$ cat src/rtl/riscv_immext_pipe_pkg.sv
// rtl/riscv_immext_pipe_pkg.sv - imm-source codes and widths shared by the immediate extender
package riscv_immext_pipe_pkg;

  localparam int IMM_SRC_W = 3;

  // Codes 0..4 are the base RV formats; 5 and 6 are the CSR uimm and shift-amount forms.
  // Code 7 is unassigned and reported as illegal.
  typedef enum logic [IMM_SRC_W-1:0] {
    INSTR_I_TYPE  = 3'd0,
    INSTR_S_TYPE  = 3'd1,
    INSTR_B_TYPE  = 3'd2,
    INSTR_U_TYPE  = 3'd3,
    INSTR_J_TYPE  = 3'd4,
    INSTR_Z_TYPE  = 3'd5,
    INSTR_SH_TYPE = 3'd6
  } imm_src_e;

endpackage

$ cat src/rtl/riscv_immext_core.sv
// rtl/riscv_immext_core.sv - combinational XLEN-parametrised immediate extender with illegal-code flag
module riscv_immext_core
  import riscv_immext_pipe_pkg::*;
#(
  parameter int XLEN = 32
) (
  input  logic [31:0]          instr,
  input  logic [IMM_SRC_W-1:0] imm_src,
  output logic [XLEN-1:0]      imm_ext,
  output logic                 err
);

  // Every format fits in 32 bits; only the final widening to XLEN depends on signedness.
  logic [31:0] imm32;
  logic        sext;

  // The opcode field never contributes to an immediate.
  logic unused_opcode;
  assign unused_opcode = &{1'b0, instr[6:0]};

  // Select the immediate field layout for the requested format.
  always_comb begin
    imm32 = '0;
    sext  = 1'b0;
    err   = 1'b0;
    case (imm_src_e'(imm_src))
      INSTR_I_TYPE: begin
        imm32 = {{20{instr[31]}}, instr[31:20]};
        sext  = 1'b1;
      end
      INSTR_S_TYPE: begin
        imm32 = {{20{instr[31]}}, instr[31:25], instr[11:7]};
        sext  = 1'b1;
      end
      INSTR_B_TYPE: begin
        imm32 = {{19{instr[31]}}, instr[31], instr[7], instr[30:25], instr[11:8], 1'b0};
        sext  = 1'b1;
      end
      INSTR_U_TYPE: begin
        imm32 = {instr[31:12], 12'b0};
        sext  = 1'b1;
      end
      INSTR_J_TYPE: begin
        imm32 = {{11{instr[31]}}, instr[31], instr[19:12], instr[20], instr[30:21], 1'b0};
        sext  = 1'b1;
      end
      INSTR_Z_TYPE: begin
        imm32 = {27'b0, instr[19:15]};
      end
      INSTR_SH_TYPE: begin
        // RV64 shifts use a 6-bit shamt, RV32 only 5 bits.
        imm32 = (XLEN == 64) ? {26'b0, instr[25:20]} : {27'b0, instr[24:20]};
      end
      default: begin
        err = 1'b1;
      end
    endcase
  end

  assign imm_ext = sext ? XLEN'($signed(imm32)) : XLEN'(imm32);

endmodule

$ cat src/rtl/riscv_immext_pipe.sv
// rtl/riscv_immext_pipe.sv - registered valid/ready immediate extender with a one-entry skid buffer
module riscv_immext_pipe
  import riscv_immext_pipe_pkg::*;
#(
  parameter int XLEN     = 32,
  parameter int BW_INSTR = 32,
  parameter int BW_CTRL  = 3,
  parameter int BW_TAG   = 32
) (
  input  logic                i_clk,
  input  logic                i_rstn,
  input  logic                i_flush,
  input  logic                i_valid,
  output logic                o_ready,
  input  logic [BW_INSTR-1:0] i_instr,
  input  logic [BW_CTRL-1:0]  i_imm_src,
  input  logic [BW_TAG-1:0]   i_tag,
  output logic                o_valid,
  input  logic                i_ready,
  output logic [XLEN-1:0]     o_imm_ext,
  output logic [BW_TAG-1:0]   o_tag,
  output logic                o_err
);

  if (XLEN != 32 && XLEN != 64) begin : g_bad_xlen
    $error("riscv_immext_pipe: XLEN must be 32 or 64");
  end

  logic [XLEN-1:0]   core_imm;
  logic              core_err;

  logic              main_valid;
  logic [XLEN-1:0]   main_imm;
  logic [BW_TAG-1:0] main_tag;
  logic              main_err;

  logic              skid_valid;
  logic [XLEN-1:0]   skid_imm;
  logic [BW_TAG-1:0] skid_tag;
  logic              skid_err;

  logic              in_xfer;
  logic              main_free;

  riscv_immext_core #(
    .XLEN (XLEN)
  ) u_core (
    .instr   (i_instr),
    .imm_src (i_imm_src),
    .imm_ext (core_imm),
    .err     (core_err)
  );

  // Ready depends only on the registered skid flag, so there is no path from i_ready.
  assign o_ready   = !skid_valid;
  assign in_xfer   = i_valid && o_ready;
  // Main register can take a new entry when it is empty or draining this cycle.
  assign main_free = !main_valid || i_ready;

  assign o_valid   = main_valid;
  assign o_imm_ext = main_imm;
  assign o_tag     = main_tag;
  assign o_err     = main_err;

  // Main/skid pipeline: skid refills main first so FIFO order holds; flush drops both entries.
  always_ff @(posedge i_clk or negedge i_rstn) begin
    if (!i_rstn) begin
      main_valid <= 1'b0;
      main_imm   <= '0;
      main_tag   <= '0;
      main_err   <= 1'b0;
      skid_valid <= 1'b0;
      skid_imm   <= '0;
      skid_tag   <= '0;
      skid_err   <= 1'b0;
    end else if (i_flush) begin
      main_valid <= 1'b0;
      skid_valid <= 1'b0;
    end else if (main_free) begin
      if (skid_valid) begin
        // o_ready is low while the skid is full, so no input can arrive here.
        main_valid <= 1'b1;
        main_imm   <= skid_imm;
        main_tag   <= skid_tag;
        main_err   <= skid_err;
        skid_valid <= 1'b0;
      end else if (in_xfer) begin
        main_valid <= 1'b1;
        main_imm   <= core_imm;
        main_tag   <= i_tag;
        main_err   <= core_err;
      end else begin
        main_valid <= 1'b0;
      end
    end else if (in_xfer) begin
      skid_valid <= 1'b1;
      skid_imm   <= core_imm;
      skid_tag   <= i_tag;
      skid_err   <= core_err;
    end
  end

  a_stall_hold: assert property (
    @(posedge i_clk) disable iff (!i_rstn)
    (o_valid && !i_ready && !i_flush) |=>
      (o_valid && $stable(o_imm_ext) && $stable(o_tag) && $stable(o_err))
  );

endmodule

$ cat config.mk
export PLATFORM = sky130hd
export DESIGN_NAME = riscv_immext_pipe
export DESIGN_NICKNAME = d
export VERILOG_FILES = /design/src/rtl/riscv_immext_pipe_pkg.sv /design/src/rtl/riscv_immext_core.sv /design/src/rtl/riscv_immext_pipe.sv
export SDC_FILE = /design/constraint.sdc
export NUM_CORES = 1
export LEC_CHECK = 0
export ABC_CLOCK_PERIOD_IN_PS = 1600
export CAP_MARGIN = 20
export CORE_MARGIN = 3
export CORE_UTILIZATION = 35
export CTS_CLUSTER_DIAMETER = 150
export DETAILED_ROUTE_END_ITERATION = 12
export PLACE_DENSITY = 0.6
export SLEW_MARGIN = 20
export SYNTH_ARGS = -nofsm -noshare
export SYNTH_HDL_FRONTEND = slang
export SYNTH_HIERARCHICAL = 1
export SYNTH_SLANG_ARGS = --single-unit
$ cat constraint.sdc
create_clock -name i_clk -period 1.6 [get_ports i_clk]
set_clock_uncertainty 0.2 [all_clocks]
set_input_delay 0.16 -clock i_clk [delete_from_list [all_inputs] [get_ports i_clk]]
set_output_delay 0.16 -clock i_clk [all_outputs]
set_load 0.05 [all_outputs]
Yosys cells after proc, flatten, opt, wreduce, memory -nomap -nowiden
Cells that the tools add are included.
- eq/ne operators: 6
- mux-type cells: 15
- bitwise gates (word level): 2
- reduce and logical (&&, ||, !) cells: 11
- operator list (cell ; count):
    $pmux W32 S7 ; 1
    $mux W32 ; 4
    $mux W1 ; 10
    $eq A3 B3 Y1 const B ; 3
    $reduce_or A7 Y1 ; 1
    $eq A3 B2 Y1 const B ; 2
    $reduce_and A3 Y1 ; 2
    $reduce_bool A2 Y1 ; 2
    $eq A3 B1 Y1 const B ; 1
    $logic_not A3 Y1 ; 1
    $reduce_bool A3 Y1 ; 1
    $logic_not A1 Y1 ; 2
    $not A1 Y1 ; 2
    $logic_and A1 B1 Y1 ; 1
    $logic_or A1 B1 Y1 ; 1
- register bits after elaboration: 132
- input port bits: 72
- output and inout bits: 67
- logic and storage cells: 42

Depth between registers and ports, before layout
- depth after elaboration: 6
- depth in mapped cells: 7
- gate-level depth less buffers: 5

Modules after synthesis
The synthesis kept the hierarchy.
- by module, submodules not included (module ; times used ; cells each ; area an instance (um^2) ; seq. area each (um^2)):
    riscv_immext_pipe ; 1 ; 357 ; 6147.1 ; 3303.2
    riscv_immext_core ; 1 ; 87 ; 585.6 ; 0.0

Least setup slack after synthesis
No wires, ideal clock.
- kind: register to register
- start point: register main_valid (netlist: o_valid)
- end point: register main_tag[2] (netlist: o_tag[2])
- library setup time: 0.128 ns
- data arrival time: 1.626 ns
- required time: 1.272 ns
- slack: -0.353 ns
- cell stages (with the launch flop): 6
- buffers on the path: 2
- clock period less this slack: 1.953 ns
- cell sequence: dfrtp_1 > nor2b_2 > nor3_2 > buf_6 > buf_8 > mux2_1
- word-level cells in the longest chain between the ends: 3
- ends and longest elaborated chain (item ; line ; source):
    start: declaration ; riscv_immext_pipe.sv:32 ; logic main_valid;
    start signal: assignment ; riscv_immext_pipe.sv:68 ; main_valid <= 1'b0;
    start signal: assignment ; riscv_immext_pipe.sv:77 ; main_valid <= 1'b0;
    start signal: assignment ; riscv_immext_pipe.sv:82 ; main_valid <= 1'b1;
    $logic_not A1 Y1 ; riscv_immext_pipe.sv:58 ; assign main_free = !main_valid || i_ready;
    $logic_or A1 B1 Y1 ; riscv_immext_pipe.sv:58 ;
    $reduce_and A3 Y1 (no line) ; n/a ;
    end signal: assignment ; riscv_immext_pipe.sv:84 ; main_tag <= skid_tag;
    end signal: assignment ; riscv_immext_pipe.sv:90 ; main_tag <= i_tag;
    end: declaration ; riscv_immext_pipe.sv:34 ; logic [BW_TAG-1:0] main_tag;
No other way between the ends.
A chain may end at the register's enable or synchronous reset.

Worst setup path in the final report
- start point: register skid_valid
- end point: register main_tag[21] (netlist: o_tag[21])
- word-level cells in the longest chain between the ends: 4
- elaborated cells on any way between the ends: 5
- classes of those cells: mux (1); reduce/logical (4)
- ends and longest elaborated chain (item ; line ; source):
    start: declaration ; riscv_immext_pipe.sv:37 ; logic skid_valid;
    start signal: assignment ; riscv_immext_pipe.sv:72 ; skid_valid <= 1'b0;
    start signal: assignment ; riscv_immext_pipe.sv:78 ; skid_valid <= 1'b0;
    start signal: assignment ; riscv_immext_pipe.sv:86 ; skid_valid <= 1'b0;
    $logic_not A1 Y1 ; riscv_immext_pipe.sv:55 ; assign o_ready = !skid_valid;
    $logic_and A1 B1 Y1 ; riscv_immext_pipe.sv:56 ; assign in_xfer = i_valid && o_ready;
    $reduce_bool A2 Y1 (no line) ; n/a ;
    $reduce_and A3 Y1 (no line) ; n/a ;
Parallel ways exist; a longest one is shown, timed or not.

==> impl_metrics.env <==
export IMPL_grt_pass1_wl_um=26000
export IMPL_dp_worst_setup_slack_ps=-721
export IMPL_synth_xor_area_share=0.00130
export IMPL_place_hpwl_um=10800
export IMPL_status="complete, but fails checks"
export IMPL_initial_core_util=0.358
export IMPL_fin_crit_sh=1.11
export IMPL_viasPerCell=4.76
export IMPL_gp_congestion=0.856
export IMPL_required_ps=1700
export IMPL_fin_ws_ps=-175
export IMPL_drc_errors=0
export IMPL_die_area_sq_um=20900
export IMPL_p_leak_nw=4.77
export IMPL_clkSinkCount=132
export IMPL_p_sw_mw=4.00
export IMPL_endpoint_kind="flip-flop"
export IMPL_ys_ff_latch=132
export IMPL_grt_start_max_net_pins=41
export IMPL_dr_wl_met3_um=568
export IMPL_clockBufferDepth=2
export IMPL_timing_max_cap_violations=0
export IMPL_final_nets=690
export IMPL_powerDensity_nw_per_um2=1240
export IMPL_drive_gt1_frac=0.528
export IMPL_syn_area_per_cell_sq_um=15.2
export IMPL_slew_viol_final=0
export IMPL_synth_nets=516
export IMPL_synth_compound_area_share=0.0478
export IMPL_muxShareOfSynthArea=0.383
export IMPL_worstPathArrival_ps=1870
export IMPL_maxSlewHeadroom=0.740
export IMPL_pwr_share_clk=0.284
export IMPL_max_freq_ghz=0.563
export IMPL_wl_met1_um=7750
export IMPL_drtPass1Iterations=4
export IMPL_synth_simple_gate_area_frac=0.0320
export IMPL_die_h_um=145
export IMPL_synth_fa_ha_area_frac=0.00167
export IMPL_drt_initial_drc_count=219
export IMPL_synth_area_top_cells="dfrtp_1 49%, mux2_4 22%, mux2_2 8.4%"
export IMPL_nFillCells=1519
export IMPL_worst_slew_pin_slew_ps=391
export IMPL_worstSetupPathType="reg -> reg"
export IMPL_synth_cell_types=35
export IMPL_fp_dieW_um=145
export IMPL_cts_tree="built"
export IMPL_track_usage=0.161
export IMPL_grt_pass1_vias=4621
export IMPL_wl_um=16700
export IMPL_switching_share=0.318
export IMPL_pin_count=139
export IMPL_h_tree_depth=4
export IMPL_min_path_type="in -> async"
export IMPL_synth_edff_count=0
export IMPL_hold_viol=0
export IMPL_rsz0062_at_grt="true"
export IMPL_pwr_share_comb=0.348
export IMPL_core_sq_um=18800
export IMPL_ir_worst_vdd_uv=653
export IMPL_cts_clk_slew_worst_paths_ps=60
export IMPL_synth_top_cell_area_share=0.491
export IMPL_syn_inst=444
export IMPL_antenna_found_initial=0
export IMPL_failed_checks="negative setup slack"
export IMPL_setup_viol=131
export IMPL_portBuffers=131
export IMPL_synth_seq_area_share=0.491
export IMPL_seq_power_share=0.368
export IMPL_clkLatencyLatePin_ps=410
export IMPL_antenna_cells=0
export IMPL_row_count=50
export IMPL_syn2layout_area_growth_pct=51.3
export IMPL_dr_total_vias=4237
export IMPL_synth_top_family_by_area="multiplexers"
export IMPL_cp_max_fo=7
export IMPL_syn_area_sq_um=6730
export IMPL_met2_length_um=8060
export IMPL_wl_per_cell_um=18.7
export IMPL_cts_made_buffers=17
export IMPL_cp_start_kind="flip-flop"
export IMPL_ant_nets=0
export IMPL_p_int_mw=8.60
export IMPL_finalCriticalPeriod_ps=1770
export IMPL_ys_top_cells_by_count="132 x dfrtp_1, 99 x mux2_4, 50 x mux2_2"
export IMPL_grt_overflow=0
export IMPL_ys_flop_type="dfrtp_1"
export IMPL_utilization=0.541
export IMPL_top_layer_used="met4"
export IMPL_yosys_warnings=6
export IMPL_ys_async_sr_fraction=1.00
export IMPL_yosysMostFrequentCell="dfrtp_1"
export IMPL_cts_root_buf="clkbuf_16"
export IMPL_yosys_area_top_type="dfrtp_1"
[routing by layer]
metal	GRT usage	vias up
met5	0	-
met4	0.0496	0
met3	0.0352	20
met2	0.257	97
met1	0.222	2167
li1	-	1953
[cell families after synthesis]
kind of cell               Yosys count
adders and majority gates            1
xor gates and xnor gates             1
AOI/OAI and AO/OA                   48
and+or+nand+nor                     32
DFF                                132
muxes                              196
buffers and inverters               34
[state kept, by name, indices dropped and copies added (netlist names)]
name	flops
o_valid	1
o_tag	32
skid_valid	1
o_err	1
skid_imm	32
skid_tag	32
skid_err	1
o_imm_ext	32
[repair_timing]
item | in CTS | in global routing
gates resized for setup | 48 | 8
pin swaps | 2 | 1
buffers inserted | 6 | 1
hold buffers | 1 | 0
gates cloned | 4 | 3
endpoints found under the setup margin | 131 | 131
endpoints found under the hold margin | 132 | 0
[final cells by class]
| type | count | area, sq um | share of cell area |
|---|---|---|---|
| inverter | 4 | 20.0 | 0.00196 |
| tap | 260 | 325 | 0.0319 |
| sequential | 132 | 3310 | 0.325 |
| clock buffer | 18 | 439 | 0.0431 |
| clock inverter | 14 | 106 | 0.0104 |
| timing repair buffer | 185 | 2700 | 0.265 |
| multi-input combinational | 278 | 3290 | 0.323 |
[power groups by stage]
| stage | logic, mW | clock network (mW) | registers [mW] |
|---|---|---|---|
| global placement | 4.17 | 0 | 4.64 |
| finish | 4.39 | 3.58 | 4.63 |
| CTS | 4.40 | 3.67 | 4.63 |
| floorplan | 1.31 | 0 | 5.49 |
| detailed placement | 4.23 | 0 | 4.67 |
| global route | 4.58 | 3.83 | 4.72 |
[placed cells by master (no fill, tap or decap), types with 5 or more instances in the layout]
cell type / netlist / routed
and3_1: 5 / 5
o22ai_1: 7 / 6
buf_4: 2 / 29
mux2_4: 99 / 126
clkbuf_16: 0 / 20
buf_12: 0 / 77
dfrtp_1: 132 / 130
a21oi_1: 16 / 14
clkinvlp_4: 0 / 7
mux2_1: 46 / 34
mux2_2: 50 / 35
buf_16: 0 / 5
clkdlybuf4s50_1: 0 / 60
a21o_1: 12 / 12
a22o_1: 5 / 5
[stage by stage]
stage	setup TNS (ps)	power [mW]	cells	hold slack (ps)	instance area (sq um)
CTS	-17880	12.7	888	34.5	10100
floorplan	-19450	6.80	444	-336	6770
global placement	-52030	8.81	845	-104	9220
finish	-16350	12.6	891	26.5	10200
detailed placement	-54400	8.89	845	-98.4	9220
global route	-24720	13.1	891	45.0	10200
[worst paths after layout]
path	start	endpoint	slack, ps	cells after the start
setup / recovery	skid_valid	o_tag[21]	-170	6
hold / removal	i_rstn	skid_tag[17]	30	2
setup reg to reg	skid_valid	o_tag[21]	-170	6
hold reg to reg	skid_tag[0]	skid_tag[0]	290	1
max in group asynchronous	i_rstn	skid_imm[30]	620	3
min in group i_clk	i_tag[31]	skid_tag[31]	170	2
[worst max-delay path: stages, from the launching register on]
cell and delay [ps]:
dfrtp_4 550, nor2_4 140, nor3_4 50, buf_6 130
buf_8 130, clkbuf_16 170, mux2_4 290
Power figures use the tool's default switching activity.
